--- src/rtl/pc_fetch.sv ---
// Purpose: program-counter fetch stage with RUN/HALT control and a retired-advance counter.
// Latency: pc, halted and retired update on the rising clock edge; pc4 and the decode fields are combinational.
// Backpressure: PCwrt low parks the fetch in HALT with pc held until a single-cycle resume.
module pc_fetch #(
  parameter logic [31:0] RESET_PC = 32'h0000_0000
) (
  input  logic        clk,
  input  logic        rst,
  input  logic        PCwrt,
  input  logic        jump,
  input  logic        branch,
  input  logic        resume,
  input  logic [31:0] instr,
  output logic [31:0] pc,
  output logic [31:0] pc4,
  output logic [5:0]  op,
  output logic [5:0]  funct,
  output logic [4:0]  rs,
  output logic [4:0]  rt,
  output logic [4:0]  rd,
  output logic [4:0]  sa,
  output logic [15:0] imm,
  output logic        halted,
  output logic [31:0] retired
);

  localparam logic [0:0] ST_RUN  = 1'b0;
  localparam logic [0:0] ST_HALT = 1'b1;

  logic [0:0]  state_q, state_d;
  logic [31:0] pc_q, pc_d;
  logic [31:0] retired_q, retired_d;
  logic [31:0] br_off;
  logic [31:0] next_pc;

  // Instruction field decode is pure wiring so fields follow instr with no added latency.
  assign op     = instr[31:26];
  assign rs     = instr[25:21];
  assign rt     = instr[20:16];
  assign rd     = instr[15:11];
  assign sa     = instr[10:6];
  assign funct  = instr[5:0];
  assign imm    = instr[15:0];

  assign pc      = pc_q;
  assign pc4     = pc_q + 32'd4;
  assign halted  = (state_q == ST_HALT);
  assign retired = retired_q;

  // Word-scaled, sign-extended branch displacement; low two bits are always zero.
  assign br_off = {{14{imm[15]}}, imm, 2'b00};

  // Next-PC select: jump wins over branch, which wins over the sequential step.
  always_comb begin
    next_pc = pc4;
    if (jump) begin
      next_pc = {pc4[31:28], instr[25:0], 2'b00};
    end else if (branch) begin
      next_pc = pc4 + br_off;
    end
  end

  // RUN/HALT control: only a RUN advance counts as retired; the resume step skips the halt word.
  always_comb begin
    state_d   = state_q;
    pc_d      = pc_q;
    retired_d = retired_q;
    case (state_q)
      ST_RUN: begin
        if (PCwrt) begin
          pc_d      = next_pc;
          retired_d = retired_q + 32'd1;
        end else begin
          state_d = ST_HALT;
        end
      end
      ST_HALT: begin
        if (resume) begin
          pc_d    = pc4;
          state_d = ST_RUN;
        end
      end
      default: begin
        state_d = ST_RUN;
      end
    endcase
  end

  // State registers; reset forces the start PC immediately, independent of the clock.
  always_ff @(posedge clk or posedge rst) begin
    if (rst) begin
      state_q   <= ST_RUN;
      pc_q      <= RESET_PC;
      retired_q <= 32'd0;
    end else begin
      state_q   <= state_d;
      pc_q      <= pc_d;
      retired_q <= retired_d;
    end
  end

endmodule

--- config.mk ---
export PLATFORM = sky130hd
export DESIGN_NAME = pc_fetch
export DESIGN_NICKNAME = d
export VERILOG_FILES = /design/src/rtl/pc_fetch.sv
export SDC_FILE = /design/constraint.sdc
export NUM_CORES = 1
export LEC_CHECK = 0
export ABC_AREA = 1
export CELL_PAD_IN_SITES_DETAIL_PLACEMENT = 1
export CELL_PAD_IN_SITES_GLOBAL_PLACEMENT = 1
export CORE_MARGIN = 3
export CORE_UTILIZATION = 37
export CTS_CLUSTER_SIZE = 8
export DETAILED_ROUTE_END_ITERATION = 8
export GPL_TIMING_DRIVEN = 0
export PLACE_DENSITY = 0.95
export SYNTH_ARGS = -nofsm -noshare
export SYNTH_HDL_FRONTEND = slang
export SYNTH_SLANG_ARGS = --single-unit
--- constraint.sdc ---
create_clock -name clk -period 4 [get_ports clk]
set_clock_uncertainty 0.1 [all_clocks]
set_input_delay 0.6 -clock clk [delete_from_list [all_inputs] [get_ports clk]]
set_output_delay 0.6 -clock clk [all_outputs]
set_load 0.005 [all_outputs]
==> qor.txt <==
outcome: completed
hold slack: 0.383 ns
number of synthesized flops with an enable pin: 0
clk root buf: clkbuf_16
first-pass GRT wire length: 44,300 um
min-delay src: retired[31]$_DFFE_PP0P_
Sw Pwr: 2730 uW
crit path launch type: flip-flop
H-Tree Depth: 3
worst rel slew slack: 21.4%
drt total wl: 28,100 um
row count: 48
DRC violations left: 0
Avg WL per Cell: 18.8 um
Clock transition at path regs: 0.06 ns
n_diodes: 0
endpoints failing hold: 0
maximum vdd drop: 0.000354 V
first-pass detailed-route iteration total: 5
CP Data Arrival Time: 3.92 ns
Req. time, crit path: 4.12 ns
Initial Util: 38.3%
Remaining Overflow, GRT: 0
ys flop type: dfrtp_1
Tot Pwr: 5490 uW
Max-Cap Viols: 0
Final Cycle Share: 95.1%
Crit path max-delay family: simple AND/OR/NAND/NOR gates
crit end category: flip-flop
switching part of the total: 49.7%
Detail Placement HPWL: 22,700 um
Placer Congestion: 0.935
fin nets: 1,342
cell-by-cell trace of the critical path: ha_1, nand3_1, nor2_2, xor2_1, inv_1, ha_1, nand2_1, nor2_1, inv_1, nor2_1, nor2_1, nand2_1, nand2_1, nand3_1, nand3_1, nand2_1, nand2_1
PwrDens: 605 mW/mm2
DR vias/cell: 5.32
largest net degree at the start of global routing: 41
Worst Tran Pin Value: 1.18 ns
GRT Resource Usage Total: 28.0%
largest fanout on the critical path: 5
Design Area, Final: 0.00908 mm2
CP max stage delay: 0.48 ns
Worst R2R End: pc[17]$_DFFE_PP0P_
CTS tree: done
synth-to-layout area growth: 34.6%
Pint: 2760 uW
area of the multi-input gates: 0.00412 mm2
Hold EP: retired[31]$_DFFE_PP0P_
Seq/Total Area, Yosys: 23.4%
die span in x: 141 um
register area: 0.00158 mm2
max-slew violation count: 0
Post-Syn Area: 0.00675 mm2
Syn. warnings: 0
r2r setup slk: 0.20 ns
Clock Sinks: 63
R2R cell count: 17
mean post-synth cell area: 6.25 um2
Die H: 141 um
clk_lat worst skew: 0.34 ns
vias in the first global route: 8,516
Clock Power Share: 14.4%
fin cells: 1,496
Synth cell types: 46
num ports: 183
Num CTS Buffers: 9
Crit Path Class: flip-flop to flip-flop
WHS Path Cells: 1
antenna-violating nets left: 0
min Tclk post-route: 3.80 ns
critical path's most frequent cell: nand2_1
max frequency: 0.263 GHz
Inst Count DP: 1,480
initial antenna violation count: 0
Async SR Flop Fraction: 100%
Reg power frac: 20.1%
Leak Pwr: 0.00469 uW
via count: 7,955
drt first-iter violations: 412
slowest CP cell: dfrtp_1
worst hold path class: flip-flop to flip-flop
Syn Inst Count: 1,079
Fillers: 2,357
Setup violations, final: 0
CTS Buffer Depth: 2
CP bufs+invs: 2
share of layout cells above drive strength 1: 8.81%
Reg2Reg Launch Point: pc[2]$_DFFE_PP0P_
Die Area: 0.0199 mm2
placed cell areas: 0.00878 mm2
total core area: 0.0176 mm2
Yosys reg bits: 63
power share of the combinational group: 65.5%
IO buf count: 172
how the worst max path moves through the flow:
| stage | end | depth (start not counted) | slack, ns | start |
|---|---|---|---|---|
| final | pc[17]$_DFFE_PP0P_ | 17 | 0.20 | pc[2]$_DFFE_PP0P_ |
| after global placement | pc[27]$_DFFE_PP0P_ | 12 | 0.27 | instr[15] |
| after floorplan | pc[25]$_DFFE_PP0P_ | 17 | 1.28 | pc[2]$_DFFE_PP0P_ |
| after detailed placement | pc[27]$_DFFE_PP0P_ | 12 | 0.20 | instr[15] |
| after global routing | pc[17]$_DFFE_PP0P_ | 17 | -0.02 | pc[2]$_DFFE_PP0P_ |
| after CTS | pc[17]$_DFFE_PP0P_ | 17 | 0.25 | pc[2]$_DFFE_PP0P_ |
state kept, by name (all words and copies together), names as in the netlist:
| register | flops |
|---|---|
| retired | 32 |
| pc | 30 |
| halted | 1 |
cell usage after synthesis (6+ instances only):
cell type	number	area, um2
o21ai_0	20	100
nand2_1	352	1320
inv_1	159	597
nand4_1	16	100
or2_2	6	37.5
nor3_1	16	80.1
buf_4	56	420
nand3_1	77	385
dfrtp_1	63	1580
xor2_1	39	342
a21oi_1	46	230
nor2_1	100	375
xnor2_1	15	131
ha_1	37	463
nand2_2	7	43.8
o211ai_1	6	45.0
area by class of cell:
| type | instances | share of cell area, % |
|---|---|---|
| Multi-Input combinational cell | 792 | 45.4 |
| Timing Repair Buffer | 173 | 19.2 |
| Sequential cell | 63 | 17.4 |
| Inverter | 163 | 6.74 |
| Buffer | 64 | 5.03 |
| Tap cell | 225 | 3.10 |
| Clock buffer | 10 | 2.52 |
| Clock inverter | 6 | 0.675 |
power groups by stage:
stage	Combinational [uW]	Sequential [uW]	Clock, uW
floorplan	2040	1010	0
global placement	3390	1090	0
detailed placement	3540	1100	0
CTS	3580	1090	792
global route	3980	1130	823
finish	3600	1110	790
per-layer routing:
metal | global-route usage [%] | vias up | part of all wire [%] | wire length [um]
li1 | - | 3711 | - | -
met1 | 33.2 | 3838 | 41 | 11400
met2 | 48.1 | 320 | 48 | 13400
met3 | 5.90 | 86 | 6.9 | 1940
met4 | 13.3 | 0 | 4.7 | 1320
met5 | 0 | - | 0 | 0
what timing repair did:
action | 4_1_cts | 5_1_grt
hold endpoints to repair | 0 | 0
setup buffers | 0 | 0
gates resized for setup | 0 | 2
hold buffers | 0 | 0
endpoints found under the setup margin | 0 | 6
cell families (layout without fill, tap and decap cells):
group           Yosys count  count (layout)  share of synthesized area, %
fa+ha+maj                38              38                          7.16
other cells               1               4                        0.0556
simple gates            600             600                          38.3
xor+xnor                 54              54                          7.01
buf+inv                 227             416                          15.8
compound gates           96              96                          8.29
flops                    63              63                          23.4
placed cells by master (no fill, tap or decap), drive strengths merged:
master         instances
nand2                361
clkdlybuf4s50        172
inv                  161
nor2                 107
nand3                 79
dfrtp                 63
buf                   62
a21oi                 46
xor2                  39
ha                    37
o21ai                 22
nor3                  19
nand4                 16
xnor2                 15
clkbuf                13
o211ai                 6
or2                    6
o21bai                 6
clkinv                 6
a41oi                  5
nand3b                 5
conb                   4
a21o                   3
a31oi                  3
and2                   2
nor4                   2
nor3b                  2
and3                   1
o31ai                  1
a21boi                 1
a221oi                 1
o2111ai                1
a22oi                  1
fa                     1
bufinv                 1
clkinvlp               1
through the flow:
step | setup WS, ns | util, % | TNS [ns]
2_1_floorplan | 1.28 | - | 0
4_1_cts | 0.253 | 51.5 | 0
3_3_place_gp | 0.272 | 49.8 | 0
6_report | 0.197 | 51.6 | 0
5_1_grt | -0.0193 | 51.6 | -0.0193
3_5_place_dp | 0.201 | 49.9 | 0
(Power assumes the default switching activity.)
